--- src/rtl/lsu_stage_pkg.sv ---
// Shared definitions for the load/store stage.
//   - funct3 access-size encodings (LS_B, LS_H, LS_W, LS_BU, LS_HU)
//   - FSM state type lsu_state_t {IDLE, REQ, WAIT}
//   - helpers for forcing alignment and detecting misaligned accesses
package common;

    localparam logic [2:0] LS_B  = 3'b000;
    localparam logic [2:0] LS_H  = 3'b001;
    localparam logic [2:0] LS_W  = 3'b010;
    localparam logic [2:0] LS_BU = 3'b100;
    localparam logic [2:0] LS_HU = 3'b101;

    typedef enum logic [1:0] {
        IDLE = 2'd0,
        REQ  = 2'd1,
        WAIT = 2'd2
    } lsu_state_t;

    // Clear the low address bits that a halfword/word access cannot use.
    // Unknown size codes are handled as word accesses.
    function automatic logic [31:0] force_align(input logic [31:0] addr, input logic [2:0] f3);
        case (f3)
            LS_B, LS_BU: return addr;
            LS_H, LS_HU: return {addr[31:1], 1'b0};
            default:     return {addr[31:2], 2'b00};
        endcase
    endfunction

    function automatic logic is_misaligned(input logic [1:0] lo, input logic [2:0] f3);
        case (f3)
            LS_B, LS_BU: return 1'b0;
            LS_H, LS_HU: return lo[0];
            default:     return |lo;
        endcase
    endfunction

endpackage

--- src/rtl/lsu_stage_align.sv ---
// lsu_align: combinational byte-lane steering for the load/store stage.
//   addr_lo_i    : byte offset within the word
//   funct3_i     : access size / signedness
//   store_data_i : raw store operand
//   rdata_i      : raw word returned by data memory
//   be_o         : byte enables for the access
//   wdata_o      : store data replicated across lanes
//   ldata_o      : extracted, sign/zero-extended load value
module lsu_align
    import common::*;
(
    input  logic [1:0]  addr_lo_i,
    input  logic [2:0]  funct3_i,
    input  logic [31:0] store_data_i,
    input  logic [31:0] rdata_i,
    output logic [3:0]  be_o,
    output logic [31:0] wdata_o,
    output logic [31:0] ldata_o
);

    logic [7:0]  lane_b;
    logic [15:0] lane_h;

    assign lane_b = rdata_i[{addr_lo_i, 3'b000} +: 8];
    assign lane_h = rdata_i[{addr_lo_i[1], 4'b0000} +: 16];

    always_comb begin
        be_o    = 4'b1111;
        wdata_o = store_data_i;
        ldata_o = rdata_i;
        case (funct3_i)
            LS_B, LS_BU: begin
                be_o    = 4'b0001 << addr_lo_i;
                wdata_o = {4{store_data_i[7:0]}};
                ldata_o = {{24{(funct3_i == LS_B) & lane_b[7]}}, lane_b};
            end
            LS_H, LS_HU: begin
                be_o    = 4'b0011 << {addr_lo_i[1], 1'b0};
                wdata_o = {2{store_data_i[15:0]}};
                ldata_o = {{16{(funct3_i == LS_H) & lane_h[15]}}, lane_h};
            end
            default: ;
        endcase
    end

endmodule

--- src/rtl/lsu_stage.sv ---
// lsu_stage: load/store unit pipeline stage between execute and writeback.
// Ports:
//   clk, reset_n (async, active-low)
//   ex_valid/ex_ready, alu_result, store_data, mem_read, mem_write,
//   funct3, rd, reg_write                          : from execute
//   dmem_req/we/addr/be/wdata, dmem_gnt,
//   dmem_rvalid, dmem_rdata                        : data memory port
//   wb_valid, wb_data, wb_rd, wb_reg_write,
//   misalign_exc                                   : registered writeback
// Build option: define LSU_MISALIGN_TRAP_EN to trap misaligned H/W accesses
// instead of silently aligning them.
module lsu_stage
    import common::*;
(
    input  logic        clk,
    input  logic        reset_n,
    input  logic        ex_valid,
    output logic        ex_ready,
    input  logic [31:0] alu_result,
    input  logic [31:0] store_data,
    input  logic        mem_read,
    input  logic        mem_write,
    input  logic [2:0]  funct3,
    input  logic [4:0]  rd,
    input  logic        reg_write,
    output logic        dmem_req,
    output logic        dmem_we,
    output logic [31:0] dmem_addr,
    output logic [3:0]  dmem_be,
    output logic [31:0] dmem_wdata,
    input  logic        dmem_gnt,
    input  logic        dmem_rvalid,
    input  logic [31:0] dmem_rdata,
    output logic        wb_valid,
    output logic [31:0] wb_data,
    output logic [4:0]  wb_rd,
    output logic        wb_reg_write,
    output logic        misalign_exc
);

    lsu_state_t  state_q;
    logic [31:0] addr_q, sdata_q;
    logic [2:0]  f3_q;
    logic [4:0]  rd_q;
    logic        we_q, rw_q;

    logic        wb_valid_q, wb_rw_q, exc_q;
    logic [31:0] wb_data_q;
    logic [4:0]  wb_rd_q;

    logic        is_mem, is_store, in_misal, issue;
    logic [31:0] in_addr, cur_addr, cur_sdata, ldata;
    logic [2:0]  cur_f3;

    // Both mem_read and mem_write high counts as a load.
    assign is_mem   = mem_read | mem_write;
    assign is_store = mem_write & ~mem_read;
    assign in_addr  = force_align(alu_result, funct3);

`ifdef LSU_MISALIGN_TRAP_EN
    assign in_misal = is_mem & is_misaligned(alu_result[1:0], funct3);
`else
    assign in_misal = 1'b0;
`endif

    assign ex_ready = (state_q == IDLE);
    assign issue    = ex_ready & ex_valid & is_mem & ~in_misal;

    // In IDLE the request is driven straight from execute so it can be
    // granted in the acceptance cycle; afterwards the latched copy holds it.
    assign cur_addr  = ex_ready ? in_addr    : addr_q;
    assign cur_sdata = ex_ready ? store_data : sdata_q;
    assign cur_f3    = ex_ready ? funct3     : f3_q;

    assign dmem_req  = issue | (state_q == REQ);
    assign dmem_we   = ex_ready ? is_store : we_q;
    assign dmem_addr = {cur_addr[31:2], 2'b00};

    lsu_align u_align (
        .addr_lo_i    (cur_addr[1:0]),
        .funct3_i     (cur_f3),
        .store_data_i (cur_sdata),
        .rdata_i      (dmem_rdata),
        .be_o         (dmem_be),
        .wdata_o      (dmem_wdata),
        .ldata_o      (ldata)
    );

    always_ff @(posedge clk) begin
        if (ex_ready && ex_valid && is_mem) begin
            addr_q  <= in_addr;
            sdata_q <= store_data;
            f3_q    <= funct3;
            rd_q    <= rd;
            we_q    <= is_store;
            rw_q    <= reg_write;
        end
    end

    always_ff @(posedge clk or negedge reset_n) begin
        if (!reset_n) begin
            state_q    <= IDLE;
            wb_valid_q <= 1'b0;
            wb_data_q  <= '0;
            wb_rd_q    <= '0;
            wb_rw_q    <= 1'b0;
            exc_q      <= 1'b0;
        end else begin
            wb_valid_q <= 1'b0;
            exc_q      <= 1'b0;
            case (state_q)
                IDLE: begin
                    if (ex_valid) begin
                        if (!is_mem) begin
                            wb_valid_q <= 1'b1;
                            wb_data_q  <= alu_result;
                            wb_rd_q    <= rd;
                            wb_rw_q    <= reg_write;
                        end else if (in_misal) begin
                            wb_valid_q <= 1'b1;
                            wb_data_q  <= alu_result;
                            wb_rd_q    <= rd;
                            wb_rw_q    <= 1'b0;
                            exc_q      <= 1'b1;
                        end else if (dmem_gnt) begin
                            if (is_store) begin
                                wb_valid_q <= 1'b1;
                                wb_rd_q    <= rd;
                                wb_rw_q    <= 1'b0;
                            end else begin
                                state_q <= WAIT;
                            end
                        end else begin
                            state_q <= REQ;
                        end
                    end
                end
                REQ: begin
                    if (dmem_gnt) begin
                        if (we_q) begin
                            wb_valid_q <= 1'b1;
                            wb_rd_q    <= rd_q;
                            wb_rw_q    <= 1'b0;
                            state_q    <= IDLE;
                        end else begin
                            state_q <= WAIT;
                        end
                    end
                end
                WAIT: begin
                    if (dmem_rvalid) begin
                        wb_valid_q <= 1'b1;
                        wb_data_q  <= ldata;
                        wb_rd_q    <= rd_q;
                        wb_rw_q    <= rw_q;
                        state_q    <= IDLE;
                    end
                end
                default: state_q <= IDLE;
            endcase
        end
    end

    assign wb_valid     = wb_valid_q;
    assign wb_data      = wb_data_q;
    assign wb_rd        = wb_rd_q;
    assign wb_reg_write = wb_rw_q;
    assign misalign_exc = exc_q;

endmodule

--- config.mk ---
export PLATFORM = sky130hd
export DESIGN_NAME = lsu_stage
export DESIGN_NICKNAME = d
export VERILOG_FILES = /design/src/rtl/lsu_stage_pkg.sv /design/src/rtl/lsu_stage_align.sv /design/src/rtl/lsu_stage.sv
export SDC_FILE = /design/constraint.sdc
export NUM_CORES = 1
export LEC_CHECK = 0
export CORE_MARGIN = 4
export CORE_UTILIZATION = 46
export DETAILED_ROUTE_END_ITERATION = 10
export PLACE_DENSITY = 0.85
export SYNTH_ARGS = -nofsm -noshare
export SYNTH_HDL_FRONTEND = slang
export SYNTH_HIERARCHICAL = 1
export SYNTH_SLANG_ARGS = --single-unit
--- constraint.sdc ---
create_clock -name clk -period 8.35 [get_ports clk]
set_input_delay 1.67 -clock clk [delete_from_list [all_inputs] [get_ports clk]]
set_output_delay 1.67 -clock clk [all_outputs]
set_load 0.1 [all_outputs]
==> results of run 1 <==
==> synthesized netlist by cell type <==
cell and instances:
buf_1 4, edfxtp_1 74, mux4_2 1, a22o_1 8, buf_2 6, a21oi_1 40, a211oi_1 1, a21oi_2 29
a211oi_4 1, a221o_1 14, nor3b_1 2, dfrtp_1 41, nand2_1 15, or3b_2 1, and3b_1 1, or4b_2 1
a31oi_1 1, o21bai_1 4, or3_1 1, ha_1 4, nor3_1 1, nand3_1 2, nor2b_1 6, clkbuf_1 20
nor2_2 1, nand4_1 1, o21ai_0 12, mux2i_1 47, and4b_1 1, or2_2 1, buf_6 5, a32oi_1 1
nor2_1 46, mux2_2 96, inv_1 7, buf_4 43, or3b_1 1, conb_1 1
==> cells by family after synthesis <==
family	Yosys count	synth area share, %
other	1	0.0571
buffers and inverters	85	8.00
adder cells (fa/ha/maj)	4	0.762
multiplexers	144	24.0
AO/OA/AOI/OAI	111	12.1
flip-flops	115	49.5
AND/OR/NAND/NOR	81	5.60
==> sequential cells by signal, indices dropped and copies added, names as in the netlist <==
register      count
wb_reg_write      1
rw_q              1
wb_valid          1
wb_rd             5
we_q              1
f3_q              3
sdata_q          32
rd_q              5
addr_q           32
wb_data          32
state_q           2
==> final cells by class <==
class	instances	area share (%)
clock inverter	11	1.98
sequential	115	35.4
clock buffer	21	5.02
multi-input combinational	343	30.8
tap	180	2.45
timing repair buffer	222	24.1
inverter	7	0.286
==> worst max-delay path: stages <==
cell             delay (ps)
clkdlybuf4s50_1         570
mux2_2                  560
buf_4                   410
o21bai_1                340
clkdlybuf4s50_1        1260
==> through the flow <==
stage | hold slack (ps) | area, um2 | instances | setup slack (ps)
2_1_floorplan | 534 | 6570 | 543 | 957
3_5_place_dp | 498 | 8530 | 867 | 1850
5_1_grt | 534 | 9170 | 899 | 1710
4_1_cts | 516 | 9170 | 899 | 1850
3_3_place_gp | 489 | 8530 | 867 | 1930
6_report | 515 | 9170 | 899 | 1860
==> worst paths after layout <==
path	from	to	slack (ps)	depth (start not counted)
worst max-delay path	funct3[1]	dmem_be[0]	1860	5
worst min-delay path	wb_data[6]	wb_data[6]	510	2
worst max register to register	state_q[0]	wb_data[24]	4430	8
worst min register to register	wb_data[6]	wb_data[6]	510	2
max in group asynchronous	reset_n	wb_data[23]	6310	1
min in group asynchronous	reset_n	state_q[0]	1420	1
==> layer usage <==
metal	GRT usage [%]	wire length (um)	vias up
met1	27.6	7640	2397
met2	37.5	8970	210
met3	7.02	1330	29
met5	0	0	-
met4	8.14	373	0
li1	-	-	2280
==> flow_summary.ini, run 1 <==
[timing]
rsz0062_at_grt = no
setup_viol = 0
fmax_mhz = 154
hold_violations = 0
fin_skew_ps = 6.06
fin_crit_sh_pct = 77.7
drv_slew = 0
worstMarginPinSlew_ps = 1150
timing.slew.headroom_pct = 23.2
tns_ps = 0
timing.final.crit_period_ps = 6490

[synthesis]
netlist_instances = 541
synth_top_area_share_pct = 33.8
synth_seq_area_share_pct = 49.5
synth_cell_types = 38
syn_avg_cell_area_um2 = 12.1
synthTopCellsByArea = edfxtp_1 (34%), mux2_2 (16%), dfrtp_1 (16%)
syn_area_um2 = 6570
yosysTopAreaCell = edfxtp_1
synth-seq-cells = 115
yosysWarnings = 6

[grt]
grt_pass1_wl_mm = 28.4
grt_pass1_vias = 5222
grt-ovfl-total = 0
grt_antenna_before_repair = 0
grt_max_degree = 77
grt_use_total_pct = 22.5

[critical_path]
crit_fanout = 33
cp.arrival_ps = 4820
worst_setup_path_end_kind = output port
path_class = in -> out
cp.required_ps = 6680
startpoint_type = input port

[floorplanning]
die_area_um2 = 16200
die_h_um = 127
initial_core_util_pct = 47.1
fp-row-count = 43
die_width_um = 127
coreArea_um2 = 13900
ios = 223

[cts]
cts_buffers = 17
path_clk_slew_ps = 50
cts.sinks = 115
cts_buffer_depth = 2
post-cts-setup-buffers = 0
clock-root-buffer = clkbuf_16
clk_latency_ps = 400
cts_tree = done
ctsHoldBuffers = 0
post_cts_resized = 0
htree_num_levels = 4

[cells_and_area]
seq_area_um2 = 3250
fillers = 1020
layout_commonest_cell = clkdlybuf4s50_1
final_util_pct = 65.8
nets = 822
mostFrequentLayoutCells = clkdlybuf4s50_1 (218), mux2_2 (96), edfxtp_1 (74)
antenna_cells = 0
area_growth_pct = 39.7
drive_gt1_share_pct = 23.2
multi_input_area_um2 = 2820

[drt]
vias = 4916
drc = 0
drtAntennaViolNets = 0
drt_iter0_drc = 333
dr.pass1.iters = 5
post_drt_wl_per_cell_um = 20.4
via_per_inst = 5.47
wl_mm = 18.3

[run]
cap_violations = 0

[placement]
dpl.hpwl_mm = 13.2
io_buffers = 219
gp_congestion = 0.892

[run_status]
status = completed

[hold_path]
hp-class = reg -> reg
Power of run 1 is not shown: default switching activity piles up to over one toggle a cycle in this logic, so the estimate is an artifact.
==> run 2: changes to the inputs <==
==> constraint.sdc (replaced) <==
create_clock -name clk -period 6.7 [get_ports clk]
set_input_delay 1.34 -clock clk [delete_from_list [all_inputs] [get_ports clk]]
set_output_delay 1.34 -clock clk [all_outputs]
set_load 0.1 [all_outputs]
==> run 2 against run 1 <==
  * First-iteration DRC count up 3.6%
  * Global-route usage down 0.28 points
  * Sequential share of layout area up 0.18 points
  * Non-clock buffer count up 1
  * Core utilization down 0.34 points
  * Via count down 0.18%
  * Sequential cell count unchanged
  * Clock-buffer cell count down 3
  * Routed wire length down 1.4%
  * Register-to-register slack worse by 1600 ps
  * Worst hold slack worse by 10 ps
  * Cell count up 0.11%
  * Critical path type unchanged
==> flow_summary.ini, run 2 (same netlist as run 1, synthesis figures left out) <==
[run]
cap_violations = 0

[cts]
clock-root-buffer = clkbuf_16
path_clk_slew_ps = 50
post-cts-setup-buffers = 0
cts.sinks = 115
cts_buffer_depth = 2
ctsHoldBuffers = 0
cts_tree = done
htree_num_levels = 4
post_cts_resized = 0
clk_latency_ps = 410
cts_buffers = 17

[grt]
grt_pass1_vias = 5133
grt_pass1_wl_mm = 28.2
grt-ovfl-total = 0
grt_use_total_pct = 22.2
grt_max_degree = 75
grt_antenna_before_repair = 1

[drt]
post_drt_wl_per_cell_um = 20.1
drt_iter0_drc = 345
vias = 4907
drtAntennaViolNets = 0
via_per_inst = 5.45
dr.pass1.iters = 5
drc = 0
wl_mm = 18.1

[cells_and_area]
antenna_cells = 0
final_util_pct = 65.5
final_cells = 900
area_growth_pct = 39.0
layout_commonest_cell = clkdlybuf4s50_1
fillers = 978
nets = 823
mostFrequentLayoutCells = clkdlybuf4s50_1 (197), mux2_2 (96), edfxtp_1 (74)
drive_gt1_share_pct = 26.4

[timing]
fin_crit_sh_pct = 79.0
fin_skew_ps = 7.21
rsz0062_at_grt = no
setup_viol = 0
tns_ps = 0
fin_ws_ps = 1410
hold_violations = 0
fmax_mhz = 189
timing.slew.headroom_pct = 23.8
timing.final.crit_period_ps = 5290
worstMarginPinSlew_ps = 1140
drv_slew = 0

[placement]
place_inst = 868
io_buffers = 219
gp_congestion = 0.823
pre_cts_ws_ps = 1410
dpl.hpwl_mm = 13.1

[floorplanning]
fp-row-count = 43
ios = 223
die_area_um2 = 16200
die_width_um = 127
die_h_um = 127
coreArea_um2 = 13900
initial_core_util_pct = 47.1

[critical_path]
path_cells = clkdlybuf4s50_1, mux2_2, mux2i_1, o21ai_0, clkdlybuf4s50_1
cp.arrival_ps = 3950
critPathMostFrequentCell = clkdlybuf4s50_1
path_class = in -> out
startpoint_type = input port
cp.required_ps = 5360
cp_slowest_cell = clkdlybuf4s50_1
worst_setup_path_end_kind = output port
crit_fanout = 23
slowest_delay_ps = 1160

[hold_path]
hp-class = reg -> reg

[run_status]
status = completed
[run 2: worst paths after layout]
kind                       startpoint             end  slack [ps]  cells past startpoint
setup / recovery            funct3[0]  dmem_wdata[29]        1410                      5
hold / removal               wb_rd[3]        wb_rd[3]         500                      1
setup reg to reg           state_q[0]      wb_data[7]        2850                      9
hold reg to reg              wb_rd[3]        wb_rd[3]         500                      1
max in group asynchronous     reset_n     wb_data[29]        5010                      1
min in group asynchronous     reset_n    wb_reg_write        1080                      1
[run 2: through the flow]
step                      instance area (um2)  hold slack (ps)
after floorplan                          6580              534
after global placement                   8490              488
after detailed placement                 8490              497
after CTS                                9130              509
after global routing                     9130              533
final                                    9130              505
[run 2: layout make-up]
type | count | area (um2) | share of cell area, %
Sequential cell | 115 | 3250 | 35.6
Tap cell | 180 | 225 | 2.47
Clock buffer | 18 | 429 | 4.70
Inverter | 7 | 26.3 | 0.288
Clock inverter | 14 | 210 | 2.30
Timing Repair Buffer | 223 | 2160 | 23.7
Multi-Input combinational cell | 343 | 2820 | 30.9
[run 2: critical path: cells and delay by family]
kind                   cells  cell delay, ps
AO/OA/AOI/OAI              1             190
buffers and inverters      2            1660
multiplexers               2             750
[run 2: per-layer routing]
layer | up-vias | share of wire, % | GRT usage, %
li1 | 2292 | - | -
met1 | 2376 | 40 | 27.8
met2 | 199 | 49 | 36.2
met3 | 38 | 8.0 | 7.19
met4 | 2 | 2.5 | 7.95
met5 | - | 0.11 | 0
Power of run 2 is left out for the same reason.
==> run 3: changes to the inputs <==
--- a/config.mk
+++ b/config.mk
@@ -6,9 +6,9 @@
 export NUM_CORES = 1
 export LEC_CHECK = 0
 export CORE_MARGIN = 4
-export CORE_UTILIZATION = 46
+export CORE_UTILIZATION = 42
 export DETAILED_ROUTE_END_ITERATION = 10
-export PLACE_DENSITY = 0.85
+export PLACE_DENSITY = 0.82
 export SYNTH_ARGS = -nofsm -noshare
 export SYNTH_HDL_FRONTEND = slang
 export SYNTH_HIERARCHICAL = 1
==> constraint.sdc (replaced) <==
create_clock -name clk -period 4.56 [get_ports clk]
set_input_delay 0.912 -clock clk [delete_from_list [all_inputs] [get_ports clk]]
set_output_delay 0.912 -clock clk [all_outputs]
set_load 0.1 [all_outputs]
==> run 3 against run 2 <==
  * Setup slack got worse by 820 ps
  * Cell count increased by 3.8%
  * Clock-buffer cell count increased by 10
  * Worst hold slack improved by 5.3 ps
  * Critical path depth increased by 2
  * Clock skew decreased by 1.8 ps
  * Via count increased by 0.90%
  * Critical endpoint is now dmem_wdata[26]
==> flow_summary.ini, run 3 (same netlist as run 1, synthesis figures left out) <==
[critical_path]
ff2ff_path_depth = 8
crit_fanout = 46
worst_setup_path_end_kind = output port
path_cells = inv_1, ha_4, buf_4, mux2_2, mux2i_1, o21ai_4, buf_12
startpoint_type = register
path_class = reg -> out
r2r_end = wb_data[0]
crit_family = buffers and inverters
slowest_delay_ps = 580
path_buf_inv = 3
r2r_setup_slack_ps = 1180
r2r-start = state_q[0]
cp.required_ps = 3650
cp.arrival_ps = 3060
cp_slowest_cell = buf_4

[drt]
wl_mm = 18.7
drc = 0
drt_iter0_drc = 381
drtAntennaViolNets = 0
dr.pass1.iters = 5
vias = 4951
via_per_inst = 5.30
post_drt_wl_per_cell_um = 20.0

[timing]
timing.slew.headroom_pct = 31.2
timing.final.crit_period_ps = 3970
worstMarginPinSlew_ps = 1030
fmax_mhz = 252
fin_skew_ps = 5.39
fin_crit_sh_pct = 87.0
setup_viol = 0
rsz0062_at_grt = no
hold_violations = 0
drv_slew = 0

[hold_path]
hold_path_end = wb_rd[2]
min_from = wb_rd[2]
worstHoldPathCells = 1
hp-class = reg -> reg

[cells_and_area]
fillers = 1237
layout_commonest_cell = clkdlybuf4s50_1
finalInstanceArea_um2 = 9450
area_growth_pct = 44.0
drive_gt1_share_pct = 34.0
nets = 826
antenna_cells = 0
mostFrequentLayoutCells = clkdlybuf4s50_1 (149), mux2_2 (96), edfxtp_1 (74)

[floorplanning]
die_area_um2 = 17700
initial_core_util_pct = 43.0
fp-row-count = 45
ios = 223
coreArea_um2 = 15300
die_width_um = 133
die_h_um = 133

[run_status]
status = completed

[grt]
grt_max_degree = 75
grt-ovfl-total = 0
grt_pass1_vias = 5203
grt_pass1_wl_mm = 29.3
grt_use_total_pct = 21.0
grt_antenna_before_repair = 0

[cts]
cts_buffers = 17
cts_tree = done
ctsHoldBuffers = 0
post_cts_resized = 0
clock-root-buffer = clkbuf_16
path_clk_slew_ps = 50
post-cts-setup-buffers = 0
cts_buffer_depth = 2
clk_latency_ps = 410
htree_num_levels = 4
cts.sinks = 115

[run]
cap_violations = 0

[placement]
place_area_um2 = 8850
gp_congestion = 0.880
io_buffers = 219
dpl.hpwl_mm = 13.8
[run 3: cell count changes in the layout (fill, tap and decap cells not counted), sizes merged, moves of 2 or more]
cell	change
buf	+51
clkdlybuf4s50	-48
clkbuf	+10
clkinv	-4
bufinv	-3
clkinvlp	-2
[run 3: area by class of cell]
cell class	instances	area, um2	area share (%)
clock inverters	4	70.1	0.741
inverters	7	26.3	0.278
repair buffers	226	2430	25.7
flip-flops and latches	115	3250	34.4
well taps	211	264	2.79
multi-input cells	343	2890	30.5
clock buffers	28	528	5.59
[run 3: worst max path at each step]
stage	cells after the start	endpoint	startpoint	slack [ps]
final	7	dmem_wdata[26]	state_q[0]	590
after global routing	7	dmem_wdata[26]	state_q[0]	430
after CTS	7	dmem_wdata[26]	state_q[0]	540
after detailed placement	8	wb_data[0]	alu_result[1]	530
after global placement	8	wb_data[0]	alu_result[1]	680
after floorplan	8	dmem_wdata[29]	state_q[0]	-740
[run 3: stage by stage]
stage / TNS (ps) / std cells / hold slack (ps) / util, % / setup slack [ps]
5_1_grt: 0 / 934 / 525 / 62.0 / 431
4_1_cts: 0 / 934 / 511 / 62.0 / 543
6_report: 0 / 934 / 510 / 62.0 / 592
2_1_floorplan: -3080 / 543 / 534 / - / -740
3_5_place_dp: 0 / 902 / 499 / 58.0 / 532
3_3_place_gp: 0 / 902 / 490 / 58.0 / 676
[run 3: metal layers]
layer | global-route usage (%) | vias up | part of all wire (%)
met1 | 26.2 | 2408 | 41
met5 | 0 | - | 0
li1 | - | 2300 | -
met3 | 6.39 | 25 | 8.2
met4 | 6.64 | 0 | 1.9
met2 | 35.1 | 218 | 49
Power of run 3 is left out for the same reason.
